===== config.mk =====
export PLATFORM = sky130hd
export DESIGN_NAME = mem_port_arbiter
export DESIGN_NICKNAME = d
export VERILOG_FILES = /design/src/rtl/mem_port_arbiter.sv
export SDC_FILE = /design/constraint.sdc
export NUM_CORES = 1
export LEC_CHECK = 0
export ABC_AREA = 1
export BUFFER_PORTS_ARGS = -buffer_cell sky130_fd_sc_hd__buf_2
export CORE_AREA = 3 3 111 113
export DETAILED_ROUTE_END_ITERATION = 6
export DIE_AREA = 0 0 114 116
export PLACE_DENSITY_LB_ADDON = 0.08
export SYNTH_ARGS = -nofsm -noshare
export SYNTH_HDL_FRONTEND = slang
export SYNTH_SLANG_ARGS = --single-unit

===== constraint.sdc =====
create_clock -name clk -period 1.6 [get_ports clk]
set_input_delay 0.32 -clock clk [delete_from_list [all_inputs] [get_ports clk]]
set_output_delay 0.32 -clock clk [all_outputs]
set_load 0.005 [all_outputs]

===== src/rtl/mem_port_arbiter.sv =====
// Shares the single memory port between IFU fetches and LSU loads/stores.
// Optional wait-state watchdog enabled by defining ARB_TIMEOUT_EN.
module mem_port_arbiter #(
    parameter int ADDR_W         = 32,
    parameter int DATA_W         = 32,
    parameter int TIMEOUT_CYCLES = 255
) (
    input  logic              clk,
    input  logic              rst_n,
    input  logic              ifu_req_valid,
    output logic              ifu_req_ready,
    input  logic [ADDR_W-1:0] ifu_addr,
    output logic              ifu_resp_valid,
    output logic [DATA_W-1:0] ifu_rdata,
    input  logic              lsu_req_valid,
    output logic              lsu_req_ready,
    input  logic [ADDR_W-1:0] lsu_addr,
    input  logic              lsu_wen,
    input  logic [DATA_W-1:0] lsu_wdata,
    input  logic [7:0]        lsu_wmask,
    output logic              lsu_resp_valid,
    output logic [DATA_W-1:0] lsu_rdata,
    output logic              mem_req_valid,
    input  logic              mem_req_ready,
    output logic [ADDR_W-1:0] mem_addr,
    output logic              mem_wen,
    output logic [DATA_W-1:0] mem_wdata,
    output logic [7:0]        mem_wmask,
    input  logic              mem_resp_valid,
    input  logic [DATA_W-1:0] mem_rdata,
    output logic              grant_lsu,
    output logic              arb_timeout
);

    typedef enum logic [2:0] {
        S_IDLE,
        S_REQ_IFU,
        S_REQ_LSU,
        S_WAIT_IFU,
        S_WAIT_LSU
    } state_t;

    state_t            state_q, state_d;
    logic              mem_req_valid_q, mem_req_valid_d;
    logic [ADDR_W-1:0] mem_addr_q, mem_addr_d;
    logic              mem_wen_q, mem_wen_d;
    logic [DATA_W-1:0] mem_wdata_q, mem_wdata_d;
    logic [7:0]        mem_wmask_q, mem_wmask_d;
    logic              grant_lsu_q, grant_lsu_d;
    logic              arb_timeout_q, arb_timeout_d;

    logic is_idle;
    logic in_wait;
    logic pick_lsu;
    logic tmo_hit;

    assign is_idle = (state_q == S_IDLE);
    assign in_wait = (state_q == S_WAIT_IFU) || (state_q == S_WAIT_LSU);

    // grant_lsu_q doubles as last_grant: on a tie the other side wins
    assign pick_lsu = lsu_req_valid && (!ifu_req_valid || !grant_lsu_q);

    assign ifu_req_ready = is_idle && ifu_req_valid && !pick_lsu;
    assign lsu_req_ready = is_idle && pick_lsu;

`ifdef ARB_TIMEOUT_EN
    localparam int CNT_W = $clog2(TIMEOUT_CYCLES + 1);

    logic [CNT_W-1:0] cnt_q, cnt_d;

    // a real response in the limit cycle takes priority over the timeout
    assign tmo_hit = in_wait && !mem_resp_valid
                   && (cnt_q == CNT_W'(TIMEOUT_CYCLES));

    // wait-cycle counter, held at zero outside WAIT so entry starts fresh
    always_comb begin
        cnt_d = '0;
        if (in_wait) begin
            cnt_d = cnt_q + CNT_W'(1);
        end
    end

    // watchdog counter register
    always_ff @(posedge clk or negedge rst_n) begin
        if (!rst_n) begin
            cnt_q <= '0;
        end else begin
            cnt_q <= cnt_d;
        end
    end
`else
    localparam int tmo_unused = TIMEOUT_CYCLES;

    assign tmo_hit = 1'b0;
`endif

    // response routing: only the owner in WAIT sees the memory data
    always_comb begin
        ifu_resp_valid = 1'b0;
        lsu_resp_valid = 1'b0;
        ifu_rdata      = '0;
        lsu_rdata      = '0;
        if (state_q == S_WAIT_IFU) begin
            ifu_resp_valid = mem_resp_valid || tmo_hit;
            ifu_rdata      = tmo_hit ? '0 : mem_rdata;
        end
        if (state_q == S_WAIT_LSU) begin
            lsu_resp_valid = mem_resp_valid || tmo_hit;
            lsu_rdata      = tmo_hit ? '0 : mem_rdata;
        end
    end

    // next-state and request-capture logic
    always_comb begin
        state_d         = state_q;
        mem_req_valid_d = mem_req_valid_q;
        mem_addr_d      = mem_addr_q;
        mem_wen_d       = mem_wen_q;
        mem_wdata_d     = mem_wdata_q;
        mem_wmask_d     = mem_wmask_q;
        grant_lsu_d     = grant_lsu_q;
        arb_timeout_d   = arb_timeout_q | tmo_hit;
        unique case (state_q)
            S_IDLE: begin
                if (ifu_req_ready) begin
                    state_d         = S_REQ_IFU;
                    mem_req_valid_d = 1'b1;
                    mem_addr_d      = ifu_addr;
                    mem_wen_d       = 1'b0;
                    mem_wdata_d     = '0;
                    mem_wmask_d     = '0;
                    grant_lsu_d     = 1'b0;
                end else if (lsu_req_ready) begin
                    state_d         = S_REQ_LSU;
                    mem_req_valid_d = 1'b1;
                    mem_addr_d      = lsu_addr;
                    mem_wen_d       = lsu_wen;
                    mem_wdata_d     = lsu_wdata;
                    mem_wmask_d     = lsu_wen ? lsu_wmask : 8'h00;
                    grant_lsu_d     = 1'b1;
                end
            end
            S_REQ_IFU, S_REQ_LSU: begin
                if (mem_req_ready) begin
                    mem_req_valid_d = 1'b0;
                    state_d = (state_q == S_REQ_IFU) ? S_WAIT_IFU
                                                     : S_WAIT_LSU;
                end
            end
            S_WAIT_IFU, S_WAIT_LSU: begin
                if (mem_resp_valid || tmo_hit) begin
                    state_d = S_IDLE;
                end
            end
            default: begin
                state_d         = S_IDLE;
                mem_req_valid_d = 1'b0;
            end
        endcase
    end

    // state and registered bus outputs
    always_ff @(posedge clk or negedge rst_n) begin
        if (!rst_n) begin
            state_q         <= S_IDLE;
            mem_req_valid_q <= 1'b0;
            mem_addr_q      <= '0;
            mem_wen_q       <= 1'b0;
            mem_wdata_q     <= '0;
            mem_wmask_q     <= '0;
            grant_lsu_q     <= 1'b0;
            arb_timeout_q   <= 1'b0;
        end else begin
            state_q         <= state_d;
            mem_req_valid_q <= mem_req_valid_d;
            mem_addr_q      <= mem_addr_d;
            mem_wen_q       <= mem_wen_d;
            mem_wdata_q     <= mem_wdata_d;
            mem_wmask_q     <= mem_wmask_d;
            grant_lsu_q     <= grant_lsu_d;
            arb_timeout_q   <= arb_timeout_d;
        end
    end

    assign mem_req_valid = mem_req_valid_q;
    assign mem_addr      = mem_addr_q;
    assign mem_wen       = mem_wen_q;
    assign mem_wdata     = mem_wdata_q;
    assign mem_wmask     = mem_wmask_q;
    assign grant_lsu     = grant_lsu_q;
    assign arb_timeout   = arb_timeout_q;

endmodule


==> key figures <==
STA
  • Worst clock skew: 0.004030 ns
  • Max Freq: 564.7 MHz
  • Final Critical Period: 1.771 ns
  • Tcrit/Tclk final: 1.107
  • Hold Violations, Final: 1
  • RSZ-0062 raised after global routing: yes
  • # setup viols final: 100
  • Slew Viols, Final: 0
  • Hold slack final: -0.001043 ns
  • Final setup TNS: -6.355 ns
  • PnR worst setup slack: -0.1710 ns

Status
  • Failing checks: negative hold slack, negative setup slack
  • Status: complete, but fails checks

Synth
  • Sequential share of the synthesized area: 0.5178
  • Mapped Nets: 651
  • Synth area leader: dfrtp_1
  • Async S/R FF share, synth: 1.000
  • EDFF count, synth: 0
  • Count leader, synth: nand2_1
  • Post-synthesis register bit count: 78
  • Top cells by area, synth: dfrtp_1 52%, nand2_1 18%, nand3_1 13%, nor2_1 7.1%, inv_1 4.0%
  • Gate Count Post-Synth: 508
  • Top cells by count, synth: 178 x nand2_1, 100 x nand3_1, 78 x dfrtp_1
  • Synthesized area per cell: 7.421 um2
  • Synthesized cell area: 0.003770 mm2
  • Area share of the largest cell type after synthesis: 0.5178
  • Most used DFF post-synth: dfrtp_1
  • Yosys warns: 0
  • Synth unique cells: 17

Floorplan
  • Die Y: 116 um
  • DIE AREA: 0.01322 mm2
  • Die W: 114 um
  • IO Pins: 287
  • Core area: 0.01142 mm2
  • Num rows: 39
  • Starting Density: 0.3302

Layout
  • Fin nets: 964
  • Diodes inserted: 0
  • Final Util: 0.5997
  • Share of post-route cells with drive strength above 1: 0.5733
  • Filler cell count: 1046
  • Design Area, Final: 0.006848 mm2
  • Area growth, synth to finish: 81.65%
  • Layout Cells excl Fill: 968

Min path
  • Tightest Hold Check Type: input pin to asynchronous set/reset pin

Global routing
  • Total gr overflow: 0
  • Initial antenna violation count: 2
  • Vias in the first global route: 4028
  • Largest net degree at the start of global routing: 79
  • First-pass GRT wire length: 20160 um
  • GRT Total Usage: 0.1950

Job
  • Max_cap viols: 0

Routing
  • Iteration-0 DRC Markers: 161
  • Routed vias: 4609
  • Drt total wl: 15730 um
  • DRC viols: 0
  • WL per Instance: 16.25 um
  • Antenna-violating nets left: 0
  • Met3 Wirelength: 1263 um
  • DRT met1 WL: 5777 um
  • DR top layer: met5
  • First-pass detailed-route iteration total: 4
  • WL met2: 8472 um
  • Vias per std cell: 4.761

Placement
  • Hpwl dp: 10380 um
  • Placed cells: 923
  • Place WS: 0.06751 ns
  • # port buffers: 285
  • Routability cong.: 0.7927
  • Post-DP Area: 0.005430 mm2

Power and ir drop
  • Total power: 11.38 mW
  • PwrDens: 1662 mW/mm2
  • Peak supply drop: 0.7169 mV
  • Pleak: 4.093 nW

Worst setup path
  • CP Class: flip-flop to primary output
  • Startpoint types: flip-flop
  • Worst Setup End Kind: primary output
  • Critical path required time: 1.28 ns
  • CP arrival: 1.45 ns
  • Largest fanout on the critical path: 8

CTS
  • Hold-fix buffers, CTS: 0
  • CTS tree: yes
  • Clock sinks: 78
  • CTS Buffer Depth: 2
  • CTS root buf: clkbuf_16
  • Total CTS buffers: 9
  • Clk slew on worst S/H paths: 0.06 ns
  • Clock Latency Late Sink: 0.33 ns
  • H-tree depth: 3
-- what timing repair did --
action | in CTS | in global routing
cloned | 0 | 16
endpoints found under the setup margin | 68 | 141
setup buffers | 8 | 10
pin swaps | 3 | 28
gates resized for setup | 10 | 177
-- worst paths after layout --
path	start	endpoint	slack, ns	cells after the start
worst max-delay path	state_q[0]	lsu_rdata[27]	-0.17	5
worst min-delay path	rst_n	mem_wdata[3]	-0.001	2
worst max register to register	state_q[0]	mem_wdata[27]	-0.04	10
worst min register to register	mem_wdata[28]	mem_wdata[28]	0.46	2
max in group asynchronous	rst_n	state_q[1]	1.24	2
min in group clk	lsu_wdata[28]	mem_wdata[28]	0.19	3
-- registers in the layout (all words and copies together) (netlist names) --
register,cells
mem_wdata,32
mem_wen,1
mem_wmask,8
grant_lsu,1
mem_addr,32
mem_req_valid,1
state_q,3
-- metal layers --
layer	vias up	GRT usage
met2	212	0.3653
li1	2197	-
met1	2175	0.2180
met3	21	0.05796
met5	-	0
met4	4	0.04355
-- area by class of cell --
type	instances	area, um2	area share
clock buffer	11	242.7	0.03545
clock inverter	4	32.53	0.004751
sequential	78	1954	0.2854
multi-input combinational	356	2073	0.3028
tap	143	178.9	0.02613
inverter	44	170.2	0.02485
timing repair buffer	332	2196	0.3207
-- layout by cell type, fill, tap and decap left out --
cell and n:
nand2_1 118, buf_12 12, inv_1 40, clkbuf_8 1
nor2_4 18, nor2_1 50, buf_4 13, buf_2 281
clkbuf_16 20, clkbuf_1 1, dfrtp_2 2, nand3_4 2
nand2_4 21, dfrtp_1 76, clkinv_4 1, nor2_2 5
buf_6 13, nand3_1 65, buf_8 2, nand3b_1 1
nand3_2 35, inv_6 1, inv_2 2, clkinvlp_4 2
inv_4 2, nand2_2 40, conb_1 1
-- worst max-delay path, cell delays in order, from the launching register on --
cell       delay, ns
dfrtp_2         0.46
nor2_4          0.14
nand2_4         0.10
clkbuf_16       0.19
nor2_2          0.10
buf_2           0.12
-- power breakdown --
part           total, mW  internal (mW)  switching [mW]
combinational       5.97           2.90            3.08
clock               1.92           1.09           0.825
sequential          3.49           2.83           0.656
total               11.4           6.82            4.56
-- cells by family (layout without fill, tap and decap cells) --
family,count (synthesis),count (layout),synth area share
buffers and inverters,74,391,0.08363
DFF,78,78,0.5178
other,1,1,0.0009947
and+or+nand+nor,355,355,0.3976
(Power assumes the default switching activity.)
